$ cat src/rtl/axis_lbus_pkg.sv
`default_nettype none
// +----------------------------------------------------------------------+
// | axis_lbus_pkg : shared constants and types for the AXIS-to-LBUS path |
// | Revision 1.0                                                         |
// +----------------------------------------------------------------------+
package axis_lbus_pkg;

    localparam int          LANES     = 16;
    localparam int          MTY_W     = 4;
    localparam logic [15:0] KEEP_FULL = 16'hFFFF;

    typedef enum logic [0:0] {
        IDLE   = 1'b0,
        IN_PKT = 1'b1
    } state_t;

endpackage
`default_nettype wire

$ cat src/rtl/keep_to_mty.sv
`default_nettype none
// +----------------------------------------------------------------------+
// | keep_to_mty : tkeep to empty-lane count, contiguity and zero flags    |
// | Revision 1.0                                                         |
// +----------------------------------------------------------------------+
module keep_to_mty
    import axis_lbus_pkg::*;
(
    input  logic [LANES-1:0] tkeep,
    output logic [MTY_W-1:0] mty,
    output logic             contig,
    output logic             zero
);

    logic [MTY_W-1:0] w_zeros;
    logic [LANES-1:0] w_inv;
    logic [LANES-1:0] w_inv_inc;

    // Sixteen empty lanes wraps to 0, but that case is overridden by zero below.
    always_comb begin
        w_zeros = '0;
        for (int i = 0; i < LANES; i++) begin
            w_zeros = w_zeros + {{(MTY_W-1){1'b0}}, ~tkeep[i]};
        end
    end

    // ~K must be a run of ones anchored at bit 0 for K to be MSB-aligned.
    assign w_inv     = ~tkeep;
    assign w_inv_inc = w_inv + {{(LANES-1){1'b0}}, 1'b1};
    assign zero      = (tkeep == '0);
    assign contig    = ~|(w_inv & w_inv_inc) & ~zero;
    assign mty       = zero ? {MTY_W{1'b1}} : w_zeros;

endmodule
`default_nettype wire

$ cat src/rtl/axis_to_lbus_framer.sv
`default_nettype none
// +----------------------------------------------------------------------+
// | axis_to_lbus_framer : AXIS packets to sop/eop/mty framed segments     |
// | Revision 1.0                                                         |
// +----------------------------------------------------------------------+
module axis_to_lbus_framer
    import axis_lbus_pkg::*;
#(
    parameter int DWIDTH    = 128,
    parameter int ERR_CNT_W = 16
) (
    input  logic                 clk,
    input  logic                 rstn,
    input  logic [DWIDTH-1:0]    s_axis_tdata,
    input  logic [LANES-1:0]     s_axis_tkeep,
    input  logic                 s_axis_tlast,
    input  logic                 s_axis_tvalid,
    output logic                 s_axis_tready,
    output logic [DWIDTH-1:0]    m_data,
    output logic                 m_ena,
    output logic                 m_sop,
    output logic                 m_eop,
    output logic [MTY_W-1:0]     m_mty,
    output logic                 m_err,
    input  logic                 m_rdy,
    output logic [ERR_CNT_W-1:0] err_cnt
);

    localparam int c_ENTRY_W = DWIDTH + LANES + 1;

    logic [c_ENTRY_W-1:0] r_mem [0:1];
    logic                 r_wr_ptr;
    logic                 r_rd_ptr;
    logic [1:0]           r_count;
    logic                 r_tready;
    state_t               r_state;
    logic [DWIDTH-1:0]    r_data;
    logic                 r_ena;
    logic                 r_sop;
    logic                 r_eop;
    logic [MTY_W-1:0]     r_mty;
    logic                 r_err;
    logic [ERR_CNT_W-1:0] r_err_cnt;

    logic                 w_in_fire;
    logic                 w_skid_vld;
    logic                 w_out_free;
    logic                 w_load;
    logic                 w_push;
    logic                 w_pop;
    logic [1:0]           w_count_nxt;
    logic [c_ENTRY_W-1:0] w_head;
    logic [DWIDTH-1:0]    w_head_data;
    logic [LANES-1:0]     w_head_keep;
    logic                 w_head_last;
    logic [MTY_W-1:0]     w_k_mty;
    logic                 w_k_contig;
    logic                 w_k_zero;
    logic                 w_err;
    logic [MTY_W-1:0]     w_mty;

    assign w_in_fire  = s_axis_tvalid & r_tready;
    assign w_skid_vld = (r_count != 2'd0);
    assign w_out_free = ~r_ena | m_rdy;

    // With an empty skid the incoming beat goes straight to the output register.
    assign w_head      = w_skid_vld ? r_mem[r_rd_ptr] : {s_axis_tdata, s_axis_tkeep, s_axis_tlast};
    assign w_load      = w_out_free & (w_skid_vld | w_in_fire);
    assign w_pop       = w_load & w_skid_vld;
    assign w_push      = w_in_fire & ~(w_load & ~w_skid_vld);
    assign w_count_nxt = r_count + {1'b0, w_push} - {1'b0, w_pop};

    assign w_head_data = w_head[c_ENTRY_W-1 -: DWIDTH];
    assign w_head_keep = w_head[LANES:1];
    assign w_head_last = w_head[0];

    keep_to_mty u_keep_to_mty (
        .tkeep  (w_head_keep),
        .mty    (w_k_mty),
        .contig (w_k_contig),
        .zero   (w_k_zero)
    );

    assign w_err = w_head_last ? (w_k_zero | ~w_k_contig) : (w_head_keep != KEEP_FULL);
    assign w_mty = w_head_last ? w_k_mty : '0;

    always_ff @(posedge clk or negedge rstn) begin
        if (!rstn) begin
            r_mem[0]  <= '0;
            r_mem[1]  <= '0;
            r_wr_ptr  <= 1'b0;
            r_rd_ptr  <= 1'b0;
            r_count   <= 2'd0;
            r_tready  <= 1'b0;
            r_state   <= IDLE;
            r_data    <= '0;
            r_ena     <= 1'b0;
            r_sop     <= 1'b0;
            r_eop     <= 1'b0;
            r_mty     <= '0;
            r_err     <= 1'b0;
            r_err_cnt <= '0;
        end else begin
            if (w_push) begin
                r_mem[r_wr_ptr] <= {s_axis_tdata, s_axis_tkeep, s_axis_tlast};
                r_wr_ptr        <= ~r_wr_ptr;
            end
            if (w_pop) begin
                r_rd_ptr <= ~r_rd_ptr;
            end
            r_count  <= w_count_nxt;
            r_tready <= ~w_count_nxt[1];

            if (w_load) begin
                r_data  <= w_head_data;
                r_ena   <= 1'b1;
                r_sop   <= (r_state == IDLE);
                r_eop   <= w_head_last;
                r_mty   <= w_mty;
                r_err   <= w_err;
                r_state <= w_head_last ? IDLE : IN_PKT;
            end else if (m_rdy) begin
                r_ena <= 1'b0;
                r_sop <= 1'b0;
                r_eop <= 1'b0;
                r_mty <= '0;
                r_err <= 1'b0;
            end

            if (r_ena && m_rdy && r_err && !(&r_err_cnt)) begin
                r_err_cnt <= r_err_cnt + {{(ERR_CNT_W-1){1'b0}}, 1'b1};
            end
        end
    end

    assign s_axis_tready = r_tready;
    assign m_data        = r_data;
    assign m_ena         = r_ena;
    assign m_sop         = r_sop;
    assign m_eop         = r_eop;
    assign m_mty         = r_mty;
    assign m_err         = r_err;
    assign err_cnt       = r_err_cnt;

endmodule
`default_nettype wire

$ cat config.mk
export PLATFORM = sky130hd
export DESIGN_NAME = axis_to_lbus_framer
export DESIGN_NICKNAME = d
export VERILOG_FILES = /design/src/rtl/axis_lbus_pkg.sv /design/src/rtl/keep_to_mty.sv /design/src/rtl/axis_to_lbus_framer.sv
export SDC_FILE = /design/constraint.sdc
export NUM_CORES = 1
export LEC_CHECK = 0
export CAP_MARGIN = 0
export CORE_ASPECT_RATIO = 0.6
export CORE_MARGIN = 3
export CORE_UTILIZATION = 50
export DETAILED_ROUTE_END_ITERATION = 10
export GPL_ROUTABILITY_DRIVEN = 0
export PLACE_DENSITY = 0.75
export SLEW_MARGIN = 10
export SYNTH_ARGS = -nofsm -noshare
export SYNTH_HDL_FRONTEND = slang
export SYNTH_SLANG_ARGS = --single-unit
export TNS_END_PERCENT = 20
$ cat constraint.sdc
create_clock -name clk -period 9.2 [get_ports clk]
set_clock_uncertainty 0.05 [all_clocks]
set_input_delay 1.38 -clock clk [delete_from_list [all_inputs] [get_ports clk]]
set_output_delay 1.38 -clock clk [all_outputs]
set_load 0.02 [all_outputs]
==> run metrics <==
register area share after synthesis=0.5612; area leader, netlist=dfrtp_1; pre-CTS setup slack=~3.3 ns; DR pass1 iterations=5; Leakage=10.35 nW; # fillers=roughly 3,000; switching pwr=4.143 mW; Power Density=443.4 nW/um2; Avg WL per Cell=20.74 um; CP max stage delay=about 0.75 ns; Setup crit end kind=flop; Sw Share=0.3773; top-area cell type share of the netlist area=0.5612; Die H=160.8 um; Worst-path clk slew=0.06 ns; post-CTS setup buffers=0; Root Driver=clkbuf_16; WS Path Type=flop to flop; Worst Tran Pin Value=between 1 and 1.5 ns; starting density of the core=0.5092; Routed met2 length=approximately 23,000 um; Post-synth EDFFs=0; syn nets=roughly 1,800; VDD IR max=approximately 0.43 mV; Slew headroom=0.2828; worst-path cell chain=or2_1 > mux2i_1 > ha_1 > inv_1 > fa_1 > inv_1 > fa_1 > fa_1 > fa_1 > inv_1 > fa_1 > fa_1 > xor2_1 > nand2_1 > a31o_1; max-slew violations=0; Skew-Pair Late Insertion Delay=~0.56 ns; fmax=180.2 MHz; total wire length=49,620 um; Clock power frac=0.165; max_cap viols=0; I/O pin count=between 300 and 400; first-pass GRT wire length=between 80,000 and 90,000 um; unrepaired setup endpoints after global routing=false; Critical Path AT=slightly below 6 ns; ys async rst share=1.000; Avg Cell Area, Syn=12.58 um2; crit-path max FO=17; GRT Resource Usage Total=0.2330; vias=about 14,000; P&R area growth vs syn=23.97%; vias in the first global route=~15,000; non-filler cells, final=around 2,400; Internal=slightly below 7 mW; Iter 0 DRT Violations=around 700; CP Launch Type=flop; DIE AREA=roughly 42,000 um2; Residual DRC=0; Post-DRT Antenna Nets=0; Metal-1 WL=approximately 23,000 um; hold_buf cts=0; clk sinks=roughly 450; CP top delay family=adder cells; Combinational Power Share=0.511; Tcrit/Tclk final=0.6032; final setup violation count=0; status=finished, final reports clean; Syn Inst Count=~1,600; Critical Path Slowest Stage Cell=or2_1; Max Used Layer=met5; largest net degree at the start of global routing=~190; Clock Tree Buf Depth=3; H-tree depth=2; GRT overflow=0; TritonCTS clock tree=built; total CTS buffers=43; HPWL Detailed=slightly above 30,000 um; area of the mapped netlist=19,980 um2; Cell variety after synth=50; nets@finish=~2,000; Area contributors post-synth=dfrtp_1, mux2_2, o22ai_1; most used cell, CP=fa_1; vias per cell=approximately 5.7; die width=264.1 um; Resized cells post-CTS=0; TNS Setup=0 ns; Worst Path Buf+Inv=3; Final Hold Fails=0; Hold Crit Class=flop to flop; min Tclk post-route=~5.5 ns; ys flop type=dfrtp_1; Req. time, crit path=9.58 ns; initial antenna violation count=8; Placed Cells=roughly 2,300; Yosys reg bits=roughly 450; Site Rows=56; post-route setup slack=3.650 ns; I/O Buffers=301; met3 wire length=around 2300 um; sequential share of power=0.324; YS warnings=0; core area=slightly below 40,000 um2; share of layout cells above drive strength 1=0.2689; worst hold slack=between 0.4 and 0.5 ns
-- layout make-up --
cell class / instances / area (um2) / area share
antenna: 3 / 7.507 / 0.0003031
clock buffer: 56 / 1195 / 0.04825
clock inverter: 19 / 240.2 / 0.009700
inverter: 24 / 90.09 / 0.003637
multi-input combinational: 1007 / 8208 / 0.3314
sequential: 448 / 11210 / 0.4528
tap: 522 / 653.1 / 0.02637
timing repair buffer: 313 / 3158 / 0.1275
-- cells in the mapped netlist, drive strengths merged, types with 4 or more instances --
library cell,number
nand2,36
inv,24
mux2,413
dfrtp,448
xnor2,14
nor3b,5
ha,12
nand3,15
o21ai,19
nor2,138
buf,65
nand4,6
nor2b,4
clkbuf,44
a21oi,140
fa,10
xor2,6
nor3,11
a31o,4
a21o,4
mux2i,29
o22ai,116
-- sequential cells by signal, summed over array words and instances, names as in the netlist --
signal,cells
m_sop,1
m_data,128
r_state,1
err_cnt,16
s_axis_tready,1
m_eop,1
r_rd_ptr,1
r_count,2
m_mty,4
r_wr_ptr,1
m_err,1
r_mem,290
m_ena,1
-- cells by family after synthesis --
| group | count (synthesis) | share of synthesized area |
|---|---|---|
| and+or+nand+nor | 231 | 0.05010 |
| AOI/OAI and AO/OA | 292 | 0.08493 |
| buffers and inverters | 133 | 0.03019 |
| DFF | 448 | 0.5612 |
| adders and majority gates | 22 | 0.01754 |
| muxes | 442 | 0.2473 |
| xor gates and xnor gates | 20 | 0.008768 |
-- metal layers --
layer	vias up	global-route usage
met1	6994	0.3249
met3	87	0.05022
met2	269	0.3760
met4	10	0.05674
met5	-	0
li1	6204	-
-- power groups by stage --
stage / clock network, mW / logic (mW) / registers [mW]
after floorplan: 0 / 3.75 / 3.76
after global placement: 0 / 5.44 / 3.50
after detailed placement: 0 / 5.64 / 3.57
after CTS: 1.85 / 5.67 / 3.55
after global routing: 1.94 / 6.30 / 3.67
final: 1.81 / 5.61 / 3.56
-- cells in the final DEF (no fill, tap or decap), types with 5 or more instances in the layout --
cell / count
o22ai_1: 116
a21oi_1: 135
xnor2_1: 14
buf_4: 8
mux2_1: 7
mux2_2: 406
nor3b_1: 5
fa_1: 10
dfrtp_1: 447
mux2i_1: 29
clkbuf_16: 43
ha_1: 12
nand3_1: 14
clkdlybuf4s50_1: 300
clkinv_2: 10
nor2_1: 136
nand2_1: 36
inv_1: 24
o21ai_0: 19
nand4_1: 6
xor2_1: 6
clkbuf_8: 7
clkbuf_1: 6
nor3_1: 11
-- final timing paths --
kind	from	to	slack, ns	cells past startpoint
max in group asynchronous	rstn	r_mem[82]	6.93	2
max reg2reg	r_count[1]	m_mty[2]	3.65	15
min in group asynchronous	rstn	r_mem[149]	0.74	1
min reg2reg	r_mem[197]	r_mem[197]	0.43	1
min	r_mem[197]	r_mem[197]	0.43	1
max	r_count[1]	m_mty[2]	3.65	15
-- stage by stage --
stage            util  area [um2]  total power [mW]
2_1_floorplan       -       19980             7.503
3_3_place_gp   0.5944       23320             8.946
3_5_place_dp   0.5944       23320             9.212
4_1_cts        0.6310       24760             11.07
5_1_grt        0.6312       24770             11.91
6_report       0.6312       24770             10.98
(Power assumes the default switching activity.)
